<file path="src/rtl/macguffin_sbox_s123_pkg.sv">
// Shared constants for the MacGuffin S1..S3 lookup: table type, widths and the three box contents.
// Entry index 0 of every table corresponds to selector value 0.
package macguffin_sbox_pkg;

    localparam int SBOX_IN_W  = 6;
    localparam int SBOX_OUT_W = 2;
    localparam int SBOX_DEPTH = 1 << SBOX_IN_W;

    // Ascending packed range, so the first concatenated entry lands at index 0.
    typedef logic [0:SBOX_DEPTH-1][SBOX_OUT_W-1:0] sbox_tbl_t;

    localparam sbox_tbl_t SBOX1 = {
        2'd2, 2'd0, 2'd0, 2'd3, 2'd3, 2'd1, 2'd1, 2'd0,
        2'd0, 2'd2, 2'd3, 2'd0, 2'd3, 2'd3, 2'd2, 2'd1,
        2'd1, 2'd2, 2'd2, 2'd0, 2'd0, 2'd2, 2'd2, 2'd3,
        2'd1, 2'd3, 2'd3, 2'd1, 2'd0, 2'd1, 2'd1, 2'd2,
        2'd0, 2'd3, 2'd1, 2'd2, 2'd2, 2'd2, 2'd2, 2'd0,
        2'd3, 2'd0, 2'd0, 2'd3, 2'd0, 2'd1, 2'd3, 2'd1,
        2'd3, 2'd1, 2'd2, 2'd3, 2'd3, 2'd1, 2'd1, 2'd2,
        2'd1, 2'd2, 2'd2, 2'd0, 2'd1, 2'd0, 2'd0, 2'd3
    };

    localparam sbox_tbl_t SBOX2 = {
        2'd3, 2'd1, 2'd1, 2'd3, 2'd2, 2'd0, 2'd2, 2'd1,
        2'd0, 2'd3, 2'd3, 2'd0, 2'd1, 2'd2, 2'd0, 2'd2,
        2'd3, 2'd2, 2'd1, 2'd0, 2'd0, 2'd1, 2'd3, 2'd2,
        2'd2, 2'd0, 2'd0, 2'd3, 2'd1, 2'd3, 2'd2, 2'd1,
        2'd0, 2'd3, 2'd2, 2'd2, 2'd1, 2'd2, 2'd3, 2'd1,
        2'd2, 2'd1, 2'd0, 2'd3, 2'd3, 2'd0, 2'd1, 2'd0,
        2'd1, 2'd3, 2'd2, 2'd0, 2'd2, 2'd1, 2'd0, 2'd2,
        2'd3, 2'd0, 2'd1, 2'd1, 2'd0, 2'd2, 2'd3, 2'd3
    };

    localparam sbox_tbl_t SBOX3 = {
        2'd2, 2'd3, 2'd0, 2'd1, 2'd3, 2'd0, 2'd2, 2'd3,
        2'd0, 2'd1, 2'd1, 2'd0, 2'd3, 2'd0, 2'd1, 2'd2,
        2'd1, 2'd0, 2'd3, 2'd2, 2'd2, 2'd1, 2'd1, 2'd2,
        2'd3, 2'd2, 2'd0, 2'd3, 2'd0, 2'd3, 2'd2, 2'd1,
        2'd3, 2'd1, 2'd0, 2'd2, 2'd0, 2'd3, 2'd3, 2'd0,
        2'd2, 2'd0, 2'd3, 2'd3, 2'd1, 2'd2, 2'd0, 2'd1,
        2'd3, 2'd0, 2'd1, 2'd3, 2'd0, 2'd2, 2'd2, 2'd1,
        2'd1, 2'd3, 2'd2, 2'd1, 2'd2, 2'd0, 2'd1, 2'd2
    };

endpackage

</file>
<file path="src/rtl/macguffin_sbox_s123_if.sv">
// Selector in / three S-box results out, as seen by the lookup block and its driver.
interface macguffin_sbox_s123_if;
    import macguffin_sbox_pkg::*;

    // in_valid qualifies iword for the edge it is sampled on; there is no ready, the
    // block accepts every cycle. out_valid marks oword_s1/s2/s3 as a fresh result
    // for exactly one cycle per accepted word.
    logic                  in_valid;
    logic [SBOX_IN_W-1:0]  iword;
    logic                  out_valid;
    logic [SBOX_OUT_W-1:0] oword_s1;
    logic [SBOX_OUT_W-1:0] oword_s2;
    logic [SBOX_OUT_W-1:0] oword_s3;

    modport master (
        output in_valid,
        output iword,
        input  out_valid,
        input  oword_s1,
        input  oword_s2,
        input  oword_s3
    );

    modport slave (
        input  in_valid,
        input  iword,
        output out_valid,
        output oword_s1,
        output oword_s2,
        output oword_s3
    );

endinterface

</file>
<file path="src/rtl/macguffin_sbox_s123_lut.sv">
// Combinational 6-to-2 S-box lookup; the box contents come in through TABLE.
module mg_sbox_lut
    import macguffin_sbox_pkg::*;
#(
    parameter sbox_tbl_t TABLE = SBOX1
) (
    input  logic [SBOX_IN_W-1:0]  i_idx,
    output logic [SBOX_OUT_W-1:0] o_val
);

    assign o_val = TABLE[i_idx];

endmodule

</file>
<file path="src/rtl/macguffin_sbox_s123.sv">
// Registered S1/S2/S3 lookup: one shared selector, three 2-bit results, one-cycle latency.
module macguffin_sbox_s123
    import macguffin_sbox_pkg::*;
(
    input  logic                  clk,
    input  logic                  rst,
    macguffin_sbox_s123_if.slave  sb
);

    logic [SBOX_OUT_W-1:0] w_s1;
    logic [SBOX_OUT_W-1:0] w_s2;
    logic [SBOX_OUT_W-1:0] w_s3;

    logic                  r_valid;
    logic [SBOX_OUT_W-1:0] r_s1;
    logic [SBOX_OUT_W-1:0] r_s2;
    logic [SBOX_OUT_W-1:0] r_s3;

    mg_sbox_lut #(.TABLE(SBOX1)) u_s1 (.i_idx(sb.iword), .o_val(w_s1));
    mg_sbox_lut #(.TABLE(SBOX2)) u_s2 (.i_idx(sb.iword), .o_val(w_s2));
    mg_sbox_lut #(.TABLE(SBOX3)) u_s3 (.i_idx(sb.iword), .o_val(w_s3));

    // Data registers only load on an accepted word, so idle cycles keep the last result.
    always_ff @(posedge clk) begin
        if (rst) begin
            r_valid <= 1'b0;
            r_s1    <= '0;
            r_s2    <= '0;
            r_s3    <= '0;
        end else begin
            r_valid <= sb.in_valid;
            if (sb.in_valid) begin
                r_s1 <= w_s1;
                r_s2 <= w_s2;
                r_s3 <= w_s3;
            end
        end
    end

    assign sb.out_valid = r_valid;
    assign sb.oword_s1  = r_s1;
    assign sb.oword_s2  = r_s2;
    assign sb.oword_s3  = r_s3;

endmodule

</file>
<file path="src/flat_wrapper.sv">
// flat-port wrapper written by rule: the top's interface ports become plain ports
module macguffin_sbox_s123_flat import macguffin_sbox_pkg::*;
  (clk, rst, sb_in_valid, sb_iword, sb_out_valid, sb_oword_s1, sb_oword_s2, sb_oword_s3);
  macguffin_sbox_s123_if sb_i ();
  input  logic clk;
  input  logic rst;
  input wire logic [$bits(sb_i.in_valid)-1:0] sb_in_valid;
  input wire logic [$bits(sb_i.iword)-1:0] sb_iword;
  output wire logic [$bits(sb_i.out_valid)-1:0] sb_out_valid;
  output wire logic [$bits(sb_i.oword_s1)-1:0] sb_oword_s1;
  output wire logic [$bits(sb_i.oword_s2)-1:0] sb_oword_s2;
  output wire logic [$bits(sb_i.oword_s3)-1:0] sb_oword_s3;
  assign sb_i.in_valid = sb_in_valid;
  assign sb_i.iword = sb_iword;
  assign sb_out_valid = sb_i.out_valid;
  assign sb_oword_s1 = sb_i.oword_s1;
  assign sb_oword_s2 = sb_i.oword_s2;
  assign sb_oword_s3 = sb_i.oword_s3;
  macguffin_sbox_s123 u_core (.clk(clk), .rst(rst), .sb(sb_i));
endmodule
</file>
<file path="config.mk">
export PLATFORM = sky130hd
export DESIGN_NAME = macguffin_sbox_s123_flat
export DESIGN_NICKNAME = d
export VERILOG_FILES = /design/src/rtl/macguffin_sbox_s123_pkg.sv /design/src/rtl/macguffin_sbox_s123_if.sv /design/src/rtl/macguffin_sbox_s123_lut.sv /design/src/rtl/macguffin_sbox_s123.sv /design/src/flat_wrapper.sv
export SDC_FILE = /design/constraint.sdc
export NUM_CORES = 1
export LEC_CHECK = 0
export BUFFER_PORTS_ARGS = -buffer_cell sky130_fd_sc_hd__buf_4
export CAP_MARGIN = 20
export CORE_MARGIN = 2
export CORE_UTILIZATION = 52
export DETAILED_ROUTE_END_ITERATION = 6
export GPL_TIMING_DRIVEN = 0
export MAX_ROUTING_LAYER = met4
export PLACE_DENSITY = 0.76
export SETUP_SLACK_MARGIN = 0.1
export SLEW_MARGIN = 15
export SYNTH_ARGS = -nofsm -noshare
export SYNTH_HDL_FRONTEND = slang
export SYNTH_SLANG_ARGS = --single-unit
export TNS_END_PERCENT = 100
</file>
<file path="constraint.sdc">
create_clock -name clk -period 1.8 [get_ports clk]
set_input_delay 0.27 -clock clk [delete_from_list [all_inputs] [get_ports clk]]
set_output_delay 0.27 -clock clk [all_outputs]
set_load 0.05 [all_outputs]
</file>
==> results.sh <==
export IMPL_status="finished clean"
export IMPL_rows=17
export IMPL_final_common_cell="buf_4"
export IMPL_drv_cap=0
export IMPL_setup_violations=0
export IMPL_muxShareOfSynthArea_pct=7.64
export IMPL_grt_max_degree=11
export IMPL_clock_path_buffers=2
export IMPL_ys_warn_count=0
export IMPL_max_freq_ghz=0.592
export IMPL_crit_path_max_fanout=8
export IMPL_worst_setup_path_end_kind="flip-flop"
export IMPL_area_growth_pct=20.9
export IMPL_crit_buf_inv=2
export IMPL_fin_crit_ps=1690
export IMPL_ys_ff_latch=7
export IMPL_rsz0062_at_grt="no"
export IMPL_track_usage_pct=26.5
export IMPL_synth_top_family_by_area="compound AO/OA/AOI/OAI gates"
export IMPL_syn_area_um2=1160
export IMPL_synth_fa_ha_area_share_pct=9.69
export IMPL_setup_slack_ps=110
export IMPL_synth_compound_area_share_pct=30.8
export IMPL_drt_iter0_drc=82
export IMPL_num_vias=1319
export IMPL_synth_distinct_cells=53
export IMPL_diodes=0
export IMPL_grt_pass1_vias=1121
export IMPL_netlist_top_cells_area="dfxtp_1 (12%), ha_1 (9.7%), mux4_2 (5.8%)"
export IMPL_syn_inst=159
export IMPL_combPwrFrac_pct=55.1
export IMPL_worstHoldStart="rst"
export IMPL_critPathKind="in -> reg"
export IMPL_hold_viol=0
export IMPL_cts_hold_buffers=0
export IMPL_syn_nets=177
export IMPL_dp_slack_ps=-229
export IMPL_start_util_pct=53.6
export IMPL_finalCritPeriodShare_pct=93.9
export IMPL_cp_slowest_cell="a2111oi_1"
export IMPL_numCtsBuffers=3
export IMPL_die_y_um=51.3
export IMPL_crit_cells=8
export IMPL_holdPathStages=2
export IMPL_maxSlewHeadroom_pct=64.6
export IMPL_portBuffers=15
export IMPL_r2r_cells=4
export IMPL_wl_per_cell_um=16.0
export IMPL_tritoncts="yes"
export IMPL_avgSynthCellArea_um2=7.31
export IMPL_fin_nets=200
export IMPL_wl_um=3340
export IMPL_crit_required_ps=1910
export IMPL_dieArea_um2=2630
export IMPL_hpwl_um=2410
export IMPL_pin_count=16
export IMPL_coreArea_um2=2170
export IMPL_synth_top_area_share_pct=12.1
export IMPL_whs_ps=242
export IMPL_cp_cell_sequence="buf_4 -> clkinvlp_4 -> ha_4 -> nor2_2 -> nor3b_1 -> a211oi_1 -> a2111oi_1 -> a311oi_1"
export IMPL_antenna_found_initial=0
export IMPL_insertion_delay_ps=250
export IMPL_layout_common_cells="buf_4 (22), nand2_1 (14), nor2_1 (14), a21oi_1 (13), ha_1 (8)"
export IMPL_crit_path_start="sb_iword[1]"
export IMPL_yosysSeqAreaShare_pct=12.1
export IMPL_finalClockSkew_ps=0
export IMPL_finalMaxSlewViolations=0
export IMPL_grt_pass1_wl_um=5240
export IMPL_critPathLaunchType="input port"
export IMPL_power_switching_mw=0.289
export IMPL_synth_edff_count=0
export IMPL_htreeDepth=1
export IMPL_clkPwrFrac_pct=20.0
export IMPL_cts_sinks=7
export IMPL_postLayoutCellArea_um2=1410
export IMPL_r2r_start="u_core.sb.oword_s3[0]"
export IMPL_drive_gt1_share_pct=26.5
export IMPL_synth_xor_area_share_pct=3.01
export IMPL_power_internal_mw=0.412
export IMPL_gp_congestion=0.954
export IMPL_yosys_area_share_simple_pct=25.5
export IMPL_cp_arrival_ps=1800
export IMPL_async_flop_share_pct=0
export IMPL_critical_path_max_stage_delay_ps=440
export IMPL_p_leak_nw=0.583
export IMPL_drt_first_pass_iters=5
export IMPL_viasPerCell=6.31
export IMPL_p_total_mw=0.702
export IMPL_synth_top_area_cell="dfxtp_1"
export IMPL_ant_nets=0
export IMPL_synthFlopType="dfxtp_1"
export IMPL_cts_clk_slew_worst_paths_ps=50
export IMPL_swShare_pct=41.2
export IMPL_peakVddDrop_mv=0.295
export IMPL_tightest_slew_ps=529
export IMPL_power_density_nw_per_um2=499
export IMPL_die_w_um=51.3
export IMPL_dpl_cell_area_um2=1330
export IMPL_clockRootBuffer="clkbuf_4"
export IMPL_hp_class="in -> reg"
export IMPL_crit_family="compound AO/OA/AOI/OAI gates"
export IMPL_p_seq_share_pct=24.9
export IMPL_overflow=0
export IMPL_drc_errors=0
layer usage:
layer  wire, um  vias to the layer above  track usage, %
met5          0                        -               -
met4         76                        0            7.46
met3        349                       16            1.75
met2       1510                       96            44.6
met1       1400                      576            34.4
li1           -                      631               -
cell usage after synthesis (all sizes together) (2+ instances only):
| master | n |
|---|---|
| nand2 | 15 |
| nor2 | 15 |
| a21oi | 14 |
| buf | 12 |
| o21ai | 11 |
| ha | 9 |
| inv | 9 |
| dfxtp | 7 |
| nor3 | 6 |
| a211oi | 4 |
| nand2b | 4 |
| mux4 | 3 |
| nand3b | 3 |
| nor2b | 3 |
| nor4 | 3 |
| o211ai | 3 |
| a211o | 2 |
| a21o | 2 |
| a311oi | 2 |
| a31oi | 2 |
| a32o | 2 |
| and2 | 2 |
| clkbuf | 2 |
| o22ai | 2 |
| o31ai | 2 |
| or2 | 2 |
| xnor2 | 2 |
| xor2 | 2 |
repair_timing:
item,in CTS,in global routing
gates resized for setup,3,7
buffers inserted,0,3
pin swaps,0,1
endpoints found under the setup margin,4,6
power groups by stage:
| stage | Clock (mW) | Combinational, mW | Sequential (mW) |
|---|---|---|---|
| floorplan | 0 | 0.218 | 0.225 |
| global placement | 0 | 0.356 | 0.178 |
| detailed placement | 0 | 0.361 | 0.178 |
| CTS | 0.145 | 0.364 | 0.175 |
| global route | 0.147 | 0.412 | 0.177 |
| finish | 0.140 | 0.386 | 0.175 |
final timing paths:
check / to / slack, ps
min: u_core.sb.oword_s3[1] / 240
max: u_core.sb.oword_s3[0] / 110
min reg2reg: u_core.sb.oword_s2[1] / 500
max reg2reg: u_core.sb.oword_s3[0] / 850
state kept, by name (all words and copies together), names as in the netlist:
signal and count:
u_core.sb.oword_s3 2, u_core.sb.oword_s1 2, u_core.sb.out_valid 1, u_core.sb.oword_s2 2
layout make-up:
type	instances	area, um2
well taps	28	35.0
fillers	202	764
flip-flops and latches	7	140
inverters	9	42.5
multi-input cells	129	916
clock buffers	4	26.3
plain buffers	14	110
repair buffers	18	135
stage by stage:
stage | std cells | setup TNS [ps] | util, %
final | 209 | 0 | 64.8
after floorplan | 159 | 0 | -
after detailed placement | 202 | -1130 | 61.1
after global placement | 202 | -1030 | 61.1
after CTS | 206 | 0 | 62.6
after global routing | 209 | 0 | 64.8
worst register-to-register path: cells and delay by family (launching register included):
family	cells	cell delay (ps)
AOI/OAI and AO/OA	2	340
and+or+nand+nor	2	200
DFF	1	320
cell families (layout without fill, tap and decap cells):
logic type / after synthesis / count (layout)
AND/OR/NAND/NOR: 58 / 58
buffers and inverters: 23 / 45
multiplexers: 5 / 5
AO/OA/AOI/OAI: 53 / 53
flip-flops: 7 / 7
XOR/XNOR: 4 / 4
adder cells (fa/ha/maj): 9 / 9
Power figures use the tool's default switching activity.
